[src/rtl/solver_dispatch_scheduler_pkg.sv]
// Shared definitions for the solver manager: slot-state encoding and default widths.
package solver_dispatch_scheduler_pkg;

  typedef enum logic [1:0] {
    SlotIdle = 2'd0,
    SlotBusy = 2'd1,
    SlotDone = 2'd2
  } slot_state_e;

  localparam int unsigned DefNumSolvers  = 4;
  localparam int unsigned DefCoordBits   = 27;
  localparam int unsigned DefIterBits    = 10;
  localparam int unsigned DefPixelIdBits = 19;

  // Index width that stays legal for a single-entry vector.
  function automatic int unsigned idx_width(input int unsigned n);
    return (n > 1) ? $clog2(n) : 1;
  endfunction

endpackage

[src/rtl/solver_dispatch_scheduler_rr_pick.sv]
// Combinational round-robin first-set finder: first request at or after ptr, with wrap-around.
module solver_dispatch_scheduler_rr_pick
  import solver_dispatch_scheduler_pkg::*;
#(
  parameter int unsigned N    = 4,
  parameter int unsigned IdxW = idx_width(N)
) (
  input  logic [N-1:0]    req,
  input  logic [IdxW-1:0] ptr,
  output logic [N-1:0]    gnt,
  output logic [IdxW-1:0] idx,
  output logic            any
);

  int unsigned     pos;
  logic [IdxW-1:0] pos_idx;

  always_comb begin
    gnt     = '0;
    idx     = '0;
    any     = 1'b0;
    pos     = 0;
    pos_idx = '0;
    for (int unsigned k = 0; k < N; k++) begin
      pos = 32'(ptr) + k;
      if (pos >= N) pos = pos - N;
      pos_idx = IdxW'(pos);
      if (!any && req[pos_idx]) begin
        any          = 1'b1;
        gnt[pos_idx] = 1'b1;
        idx          = pos_idx;
      end
    end
  end

endmodule

[src/rtl/solver_dispatch_scheduler.sv]
// Dispatches escape-time jobs onto idle solver slots and collects finished results,
// both round-robin, with a one-deep result register toward the pixel writer.
module solver_dispatch_scheduler
  import solver_dispatch_scheduler_pkg::*;
#(
  parameter int unsigned NUM_SOLVERS   = DefNumSolvers,
  parameter int unsigned COORD_BITS    = DefCoordBits,
  parameter int unsigned ITER_BITS     = DefIterBits,
  parameter int unsigned PIXEL_ID_BITS = DefPixelIdBits
) (
  input  logic                             clock,
  input  logic                             reset,
  input  logic                             abort,
  input  logic [ITER_BITS-1:0]             max_iter,
  input  logic                             job_valid,
  output logic                             job_ready,
  input  logic [PIXEL_ID_BITS-1:0]         job_pixel_id,
  input  logic [COORD_BITS-1:0]            job_cx,
  input  logic [COORD_BITS-1:0]            job_cy,
  output logic [NUM_SOLVERS-1:0]           solver_start,
  output logic [COORD_BITS-1:0]            solver_cx,
  output logic [COORD_BITS-1:0]            solver_cy,
  output logic [ITER_BITS-1:0]             solver_limit,
  input  logic [NUM_SOLVERS-1:0]           solver_done,
  input  logic [NUM_SOLVERS*ITER_BITS-1:0] solver_iters,
  output logic                             res_valid,
  input  logic                             res_ready,
  output logic [PIXEL_ID_BITS-1:0]         res_pixel_id,
  output logic [ITER_BITS-1:0]             res_iters,
  output logic [$clog2(NUM_SOLVERS+1)-1:0] active_count,
  output logic                             proto_err
);

  localparam int unsigned     IdxW   = idx_width(NUM_SOLVERS);
  localparam int unsigned     CntW   = $clog2(NUM_SOLVERS + 1);
  localparam int unsigned     WinW   = ITER_BITS + 2;
  localparam logic [WinW-1:0] WinLen = WinW'((1 << ITER_BITS) + 2);
  localparam logic [IdxW-1:0] LastIdx = IdxW'(NUM_SOLVERS - 1);

  slot_state_e              state_q [NUM_SOLVERS];
  slot_state_e              state_d [NUM_SOLVERS];
  logic [PIXEL_ID_BITS-1:0] pix_q   [NUM_SOLVERS];
  logic [PIXEL_ID_BITS-1:0] pix_d   [NUM_SOLVERS];
  logic [ITER_BITS-1:0]     iters_q [NUM_SOLVERS];
  logic [ITER_BITS-1:0]     iters_d [NUM_SOLVERS];

  logic [IdxW-1:0]          disp_ptr_q, disp_ptr_d, coll_ptr_q, coll_ptr_d;
  logic [NUM_SOLVERS-1:0]   start_q, start_d;
  logic [COORD_BITS-1:0]    cx_q, cx_d, cy_q, cy_d;
  logic                     res_valid_q, res_valid_d;
  logic [PIXEL_ID_BITS-1:0] res_pix_q, res_pix_d;
  logic [ITER_BITS-1:0]     res_iters_q, res_iters_d;
  // One-hot of the slot whose result currently sits in the output register.
  logic [NUM_SOLVERS-1:0]   loaded_q, loaded_d;
  logic                     proto_err_q, proto_err_d;
  logic [WinW-1:0]          win_q;

  logic [NUM_SOLVERS-1:0]   idle_vec, coll_req, disp_gnt, coll_gnt;
  logic [IdxW-1:0]          disp_idx, coll_idx;
  logic                     disp_any, coll_any;
  logic                     dispatch, accept, load, stale_ok;

  always_comb begin
    for (int unsigned i = 0; i < NUM_SOLVERS; i++) begin
      idle_vec[i] = (state_q[i] == SlotIdle);
      coll_req[i] = (state_q[i] == SlotDone) && !loaded_q[i];
    end
  end

  solver_dispatch_scheduler_rr_pick #(
    .N    (NUM_SOLVERS),
    .IdxW (IdxW)
  ) u_disp_pick (
    .req (idle_vec),
    .ptr (disp_ptr_q),
    .gnt (disp_gnt),
    .idx (disp_idx),
    .any (disp_any)
  );

  solver_dispatch_scheduler_rr_pick #(
    .N    (NUM_SOLVERS),
    .IdxW (IdxW)
  ) u_coll_pick (
    .req (coll_req),
    .ptr (coll_ptr_q),
    .gnt (coll_gnt),
    .idx (coll_idx),
    .any (coll_any)
  );

  assign dispatch = job_valid && job_ready;
  assign accept   = res_valid_q && res_ready;
  assign load     = !res_valid_q || res_ready;
  // Done pulses from solvers still finishing pre-abort work land on idle slots.
  assign stale_ok = abort || (win_q != '0);

  // Next-state logic: slot FSMs, pointers, start/coordinate and result registers.
  always_comb begin
    proto_err_d = proto_err_q;
    disp_ptr_d  = disp_ptr_q;
    coll_ptr_d  = coll_ptr_q;
    start_d     = '0;
    cx_d        = cx_q;
    cy_d        = cy_q;
    res_valid_d = res_valid_q;
    res_pix_d   = res_pix_q;
    res_iters_d = res_iters_q;
    loaded_d    = loaded_q;

    for (int unsigned i = 0; i < NUM_SOLVERS; i++) begin
      state_d[i] = state_q[i];
      pix_d[i]   = pix_q[i];
      iters_d[i] = iters_q[i];
      if (dispatch && disp_gnt[i]) begin
        state_d[i] = SlotBusy;
        pix_d[i]   = job_pixel_id;
      end
      if (solver_done[i]) begin
        if (state_q[i] == SlotBusy && !start_q[i]) begin
          state_d[i] = SlotDone;
          iters_d[i] = solver_iters[i*ITER_BITS +: ITER_BITS];
        end else if (!(stale_ok && state_q[i] == SlotIdle)) begin
          proto_err_d = 1'b1;
        end
      end
      if (accept && loaded_q[i]) state_d[i] = SlotIdle;
    end

    if (dispatch) begin
      start_d    = disp_gnt;
      cx_d       = job_cx;
      cy_d       = job_cy;
      disp_ptr_d = (disp_idx == LastIdx) ? '0 : disp_idx + IdxW'(1);
    end

    if (load) begin
      res_valid_d = coll_any;
      loaded_d    = coll_gnt;
      if (coll_any) begin
        res_pix_d   = pix_q[coll_idx];
        res_iters_d = iters_q[coll_idx];
        coll_ptr_d  = (coll_idx == LastIdx) ? '0 : coll_idx + IdxW'(1);
      end
    end
  end

  always_ff @(posedge clock) begin
    if (reset || abort) begin
      for (int unsigned i = 0; i < NUM_SOLVERS; i++) state_q[i] <= SlotIdle;
      disp_ptr_q  <= '0;
      coll_ptr_q  <= '0;
      start_q     <= '0;
      cx_q        <= '0;
      cy_q        <= '0;
      res_valid_q <= 1'b0;
      res_pix_q   <= '0;
      res_iters_q <= '0;
      loaded_q    <= '0;
    end else begin
      for (int unsigned i = 0; i < NUM_SOLVERS; i++) state_q[i] <= state_d[i];
      disp_ptr_q  <= disp_ptr_d;
      coll_ptr_q  <= coll_ptr_d;
      start_q     <= start_d;
      cx_q        <= cx_d;
      cy_q        <= cy_d;
      res_valid_q <= res_valid_d;
      res_pix_q   <= res_pix_d;
      res_iters_q <= res_iters_d;
      loaded_q    <= loaded_d;
    end
  end

  always_ff @(posedge clock) begin
    if (reset) begin
      for (int unsigned i = 0; i < NUM_SOLVERS; i++) begin
        pix_q[i]   <= '0;
        iters_q[i] <= '0;
      end
    end else begin
      for (int unsigned i = 0; i < NUM_SOLVERS; i++) begin
        pix_q[i]   <= pix_d[i];
        iters_q[i] <= iters_d[i];
      end
    end
  end

  always_ff @(posedge clock) begin
    if (reset) begin
      proto_err_q <= 1'b0;
      win_q       <= '0;
    end else begin
      proto_err_q <= proto_err_d;
      if (abort)             win_q <= WinLen;
      else if (win_q != '0)  win_q <= win_q - WinW'(1);
    end
  end

  // Output logic.
  always_comb begin
    job_ready    = disp_any && !reset && !abort;
    active_count = '0;
    for (int unsigned i = 0; i < NUM_SOLVERS; i++) begin
      if (!idle_vec[i]) active_count = active_count + CntW'(1);
    end
  end

  assign solver_start = start_q;
  assign solver_cx    = cx_q;
  assign solver_cy    = cy_q;
  assign solver_limit = max_iter;
  assign res_valid    = res_valid_q;
  assign res_pixel_id = res_pix_q;
  assign res_iters    = res_iters_q;
  assign proto_err    = proto_err_q;

endmodule

[config.mk]
export PLATFORM = sky130hd
export DESIGN_NAME = solver_dispatch_scheduler
export DESIGN_NICKNAME = d
export VERILOG_FILES = /design/src/rtl/solver_dispatch_scheduler_pkg.sv /design/src/rtl/solver_dispatch_scheduler_rr_pick.sv /design/src/rtl/solver_dispatch_scheduler.sv
export SDC_FILE = /design/constraint.sdc
export NUM_CORES = 1
export LEC_CHECK = 0
export CELL_PAD_IN_SITES_DETAIL_PLACEMENT = 1
export CELL_PAD_IN_SITES_GLOBAL_PLACEMENT = 2
export CORE_MARGIN = 5
export CORE_UTILIZATION = 25
export DETAILED_ROUTE_END_ITERATION = 7
export PLACE_DENSITY_LB_ADDON = 0.05
export SYNTH_ARGS = -nofsm -noshare
export SYNTH_HDL_FRONTEND = slang
export SYNTH_SLANG_ARGS = --single-unit
[constraint.sdc]
create_clock -name clock -period 3.1 [get_ports clock]
set_clock_uncertainty 0.2 [all_clocks]
set_input_delay 0.31 -clock clock [delete_from_list [all_inputs] [get_ports clock]]
set_output_delay 0.31 -clock clock [all_outputs]
set_load 0.01 [all_outputs]
Word level (Yosys, flattened, before mapping)
Memories as Yosys holds them, arrays and structs flattened. A register that Yosys moved wholly into a read port is not among the register bits.
Index checks and enable logic that the tools add are counted.
Storage, ports and cells
  output and inout bits: 103
  input port bits: 132
  bits in writable memories: 124
  ROM bits: 0
  latch bits: 0
  memories kept: 3
  word-level logic and storage cells: 303
  register bits after elaboration: 80
Memory list
  pix_q: words 4, bits a word 19, read ports 1, clocked after Yosys merged registers in 1, write ports 4, RTL line solver_dispatch_scheduler.sv:42  | logic [PIXEL_ID_BITS-1:0] pix_q [NUM_SOLVERS];
  iters_q: words 4, bits a word 10, read ports 1, clocked after Yosys merged registers in 1, write ports 4, RTL line solver_dispatch_scheduler.sv:44  | logic [ITER_BITS-1:0] iters_q [NUM_SOLVERS];
  state_q: words 4, bits a word 2, read ports 4, clocked after Yosys merged registers in 0, write ports 4, RTL line solver_dispatch_scheduler.sv:40  | slot_state_e state_q [NUM_SOLVERS];
Operators by class
  $lt $le $gt $ge: 24
  add/subtract/negate cells: 20
  muxes and demuxes: 130
  equal/unequal tests: 22
  bitwise gates (word level): 19
  multiply operators: 0
  shift operators: 0
  div/mod/pow operators: 0
  reduce and logical (&&, ||, !) cells: 75
Operator list (count)
  $mux 19: 8
  $mux 10: 12
  $mux 2: 38
  $mux 1: 43
  $logic_and 1x1->1: 38
  $mux 4: 8
  $lt 2x3->1 const B: 8
  $or 4x4->4: 6
  $mux 11: 2
  $ge 3x3->1 const B: 6
  $logic_not 1->1: 17
  $bmux 1 s2: 8
  $demux 1 s2: 8
  $ge 2x1->1 const B: 8
  $sub 2x1->2 const B: 8
  $add 2x2->3 const B: 4
  $eq 2x2->1 const B: 6
  $or 1x1->1: 12
  $reduce_and 3->1: 4
  $reduce_bool 12->1: 1
  $sub 12x1->12 const B: 1
  $reduce_and 2->1: 5
  $add 3x1->3 const B: 3
  $mux 3: 3
  other kinds (11): 33

Logic depth before layout (Yosys ltp)
  depth after elaboration: 23
  mapped depth: 12
  gate-level depth less buffers: 8

Modules after synthesis
A second synthesis with hierarchy kept.
Second synthesis, totals
  cell total of the unflattened synthesis: 948
  area total of the unflattened synthesis: 10427.5 µm²
Modules (own cells, without submodules)
  solver_dispatch_scheduler: area each 9586.7 µm², seq. area each 5825.6 µm², cells an instance 858, instances 1
  solver_dispatch_scheduler_rr_pick (u_coll_pick): area each 421.7 µm², seq. area each 0.0 µm², cells an instance 45, instances 1
  solver_dispatch_scheduler_rr_pick (u_disp_pick): area each 419.2 µm², seq. area each 0.0 µm², cells an instance 45, instances 1

Least setup slack after synthesis
Ideal clock, no wire load.
  kind: reg-to-reg
  start point: reg (tool-made name)
  end point: mem pix_q[1][0] (netlist name) (enable)
  period minus slack after synthesis: 3377 ps
  setup time: 298 ps
  buffers on the path: 2
  required time: 2602 ps
  arrival time: 2879 ps
  slack: -277 ps
  cell stages (with the launch flop): 10
  cell sequence: dfxtp_1 > clkbuf_1 > inv_1 > ha_1 > clkbuf_1 > mux4_2 > a21boi_1 > a222oi_1 > a21oi_1 > or2_2
RTL lines (RTL line)
  end: declaration: solver_dispatch_scheduler.sv:42

==> impl_metrics.csv <==
group,metric,value,unit
worst_setup_path,crit_buf_inv,1,
power,pwr_density_cell,526,nW/um2
synthesis,synth-adder-area-share,0.0184,
worst_setup_path,critical-path-slowest-cell,"dfxtp_4",
synthesis,ys_top_cells_by_count,"153 x nand2_1, 117 x dfxtp_1, 116 x edfxtp_1",
timing,setup_tns,0,ns
worst_setup_path,arrival,2.48,ns
min_path,min-delay-start,"job_cx[26]",
routing,drt_first_pass_iters,6,
global_route,grt_max_degree,55,
synthesis,synth_area_leaders,"edfxtp_1 34%, dfxtp_1 23%, mux4_2 6.6%, nand2_1 5.6%, nor2_1 3.8%",
worst_setup_path,worstSetupPathType,"reg -> out",
worst_setup_path,startpoint,"state_q[1][1]",
final_layout,drive_gt1_frac,0.150,
timing,slew_violations,0,
timing,timing.hold.ws,0.0630,ns
synthesis,synth-compound-area-share,0.0873,
flow_run,maxCapViolCount,0,
clock_tree,cts_buffers,29,
timing,hold_viol,0,
timing,setup_violations,0,
final_layout,multi_input_area,4110,um2
synthesis,syn_nets,1086,
floorplan,core,40600,um2
global_route,grt_pass1_vias,8578,
routing,finalWirelength,34.4,mm
global_route,antenna_found_initial,0,
place,port_buffers,214,
final_layout,seq_area,5840,um2
floorplan,ioPinCount,235,
worst_setup_path,crit_path_max_fanout,6,
timing,period_share,0.963,
final_layout,fillers,4494,
timing,period_minus_slack,2.99,ns
synthesis,async_flop_share,0,
clock_tree,cts_tree,"built",
routing,vias_per_cell,4.56,
timing,max_slew.worst_pin.slew,0.798,ns
place,post-place-ws,0.113,ns
synthesis,synth_top_area_cell,"edfxtp_1",
floorplan,start_util,0.251,
worst_setup_path,cp-end-kind,"output pin",
timing,fmax,335,MHz
worst_setup_path,worstReg2RegStart,"state_q[1][1]",
timing,rsz0062_at_grt,"false",
clock_tree,h-tree-depth,1,
synthesis,yosysWarningCount,0,
min_path,hp-class,"in -> reg",
place,dp_cells,1670,
worst_setup_path,worstPathCellList,"or2_4 > ha_4 > xnor2_4 > ha_1 > mux2_2 > dlygate4sd2_1",
timing,setup_ws,0.114,ns
routing,ant_nets,0,
synthesis,synth_cells,939,
synthesis,synth_simple_gate_area_frac,0.199,
floorplan,die_h,212,um
timing,relSlewSlack,0.466,
synthesis,synth_top_family_by_area,"simple AND/OR/NAND/NOR gates",
power,power.total,0.00755,W
global_route,grt.total_usage,0.148,
synthesis,yosysMostFrequentCell,"nand2_1",
routing,first_iter_violations,292,
final_layout,antenna_cells,0,
clock_tree,clock-sinks,233,
synthesis,ys.flop_type,"dfxtp_1",
synthesis,synth_edf_count,116,
worst_setup_path,path_depth,6,
synthesis,synthMuxAreaShare,0.0744,
synthesis,ys_seq_area_frac,0.572,
final_layout,area_growth,41.0,%
floorplan,die-area,44900,um2
clock_tree,clockRootBuffer,"clkbuf_16",
synthesis,yosysTopAreaCellShare,0.342,
clock_tree,clock_latency,0.58,ns
place,hpwl,23.6,mm
final_layout,finalNonFillerCells,1731,
synthesis,ys_seq_elements,233,
synthesis,ys_types,62,
worst_setup_path,r2r_cells,8,
global_route,grt_pass1_wl,52.0,mm
final_layout,final_nets,1325,
worst_setup_path,cp_top_family,"adder cells",
outcome,status,"finished clean",
synthesis,synth_area,10200,um2
power,peakVddDrop,313,uV
routing,vias,7899,
clock_tree,clock_path_buffers,3,
worst_setup_path,crit_required,2.59,ns
worst_setup_path,cp-start-kind,"flop",
power,p_leak,5.46,nW
place,place_congestion,0.738,
synthesis,synth-xor-area-share,0.0120,
synthesis,avgSynthCellArea,10.9,um2
floorplan,die_w,212,um
worst_setup_path,slowest_delay,0.37,ns
global_route,grt_remaining_overflow,0,
routing,wl_per_cell,19.9,um
clock_tree,clk_pin_slew,0.06,ns
floorplan,row_count,74,
min_path,worstHoldPathCells,3,
routing,drc_errors,0,
-- kinds of logic (layout without fill, tap and decap cells) --
logic type | after synthesis | count (layout)
flops | 233 | 233
buf+inv | 80 | 340
mux | 38 | 38
fa+ha+maj | 15 | 15
simple gates | 432 | 432
compound gates | 127 | 127
xor+xnor | 14 | 14
-- cells in the final DEF, fill, tap and decap left out, drive strengths merged, types with 4 or more instances in the layout --
| cell type | Yosys | layout |
|---|---|---|
| edfxtp | 116 | 116 |
| nand3 | 58 | 58 |
| nand2b | 5 | 5 |
| nor3b | 10 | 10 |
| clkdlybuf4s50 | 0 | 212 |
| mux4 | 30 | 30 |
| inv | 14 | 14 |
| dfxtp | 117 | 117 |
| nor3 | 20 | 20 |
| a222oi | 8 | 8 |
| a31oi | 12 | 12 |
| mux2i | 6 | 6 |
| or3 | 6 | 6 |
| clkbuf | 40 | 43 |
| buf | 26 | 59 |
| xor2 | 5 | 5 |
| a21oi | 27 | 27 |
| o211a | 4 | 4 |
| xnor2 | 9 | 9 |
| nand2 | 153 | 153 |
| clkinv | 0 | 6 |
| or3b | 5 | 5 |
| nor2 | 103 | 103 |
| o21ai | 24 | 24 |
| and2 | 49 | 49 |
| and3 | 4 | 4 |
| or2 | 11 | 11 |
| ha | 15 | 15 |
| o22ai | 4 | 4 |
| a22o | 29 | 29 |
-- timing repair --
item	in CTS	in global routing
gates resized for setup	14	13
setup endpoints to repair	3	114
buffers inserted	2	6
hold buffers	0	0
pin swaps	2	7
gates cloned	0	1
-- layer usage --
layer	part of all wire	wire (um)	vias up	track usage
met1	0.44	15200	3858	0.190
met5	0	0	-	0
li1	-	-	3834	-
met2	0.48	16500	163	0.252
met3	0.059	2020	44	0.0410
met4	0.022	747	0	0.0313
-- cell type report --
cell class,instances,share of cell area
inverter,14,0.00392
clock inverter,9,0.00601
timing repair buffer,274,0.194
tap,532,0.0463
clock buffer,43,0.0576
sequential,233,0.406
multi-input combinational,626,0.286
-- registers in the layout, summed over array words and instances (netlist names), named ones only --
| name | cells |
|---|---|
| pix_q | 76 |
| iters_q | 40 |
| solver_cx | 27 |
| solver_cy | 27 |
| res_pixel_id | 19 |
| win_q | 12 |
| res_iters | 10 |
| state_q | 8 |
| loaded_q | 4 |
| solver_start | 4 |
| coll_ptr_q | 1 |
| disp_ptr_q | 1 |
| proto_err | 1 |
| res_valid | 1 |
-- metrics by stage --
step	util	cell area (um2)
6_report	0.354	14400
5_1_grt	0.354	14400
4_1_cts	0.351	14200
3_5_place_dp	0.327	13300
3_3_place_gp	0.327	13300
2_1_floorplan	-	10200
-- tightest hold or removal path, cell delays in order --
cell and delay (ns):
clkdlybuf4s50_1 0.40, nand2_1 0.06, nand2_1 0.04
-- where the power goes --
part,leakage (nW),internal (W),switching (W),total [W]
registers,2.15,0.00335,0.0000660,0.00342
logic,2.86,0.000448,0.000383,0.000831
clock network,0.449,0.00193,0.00138,0.00330
-- final timing paths --
kind / endpoint / slack (ns)
max reg2reg: pix_q[1][3] / 0.13
max: active_count[1] / 0.11
min reg2reg: solver_cx[11] / 0.25
min: solver_cx[26] / 0.06
(Power assumes the default switching activity.)
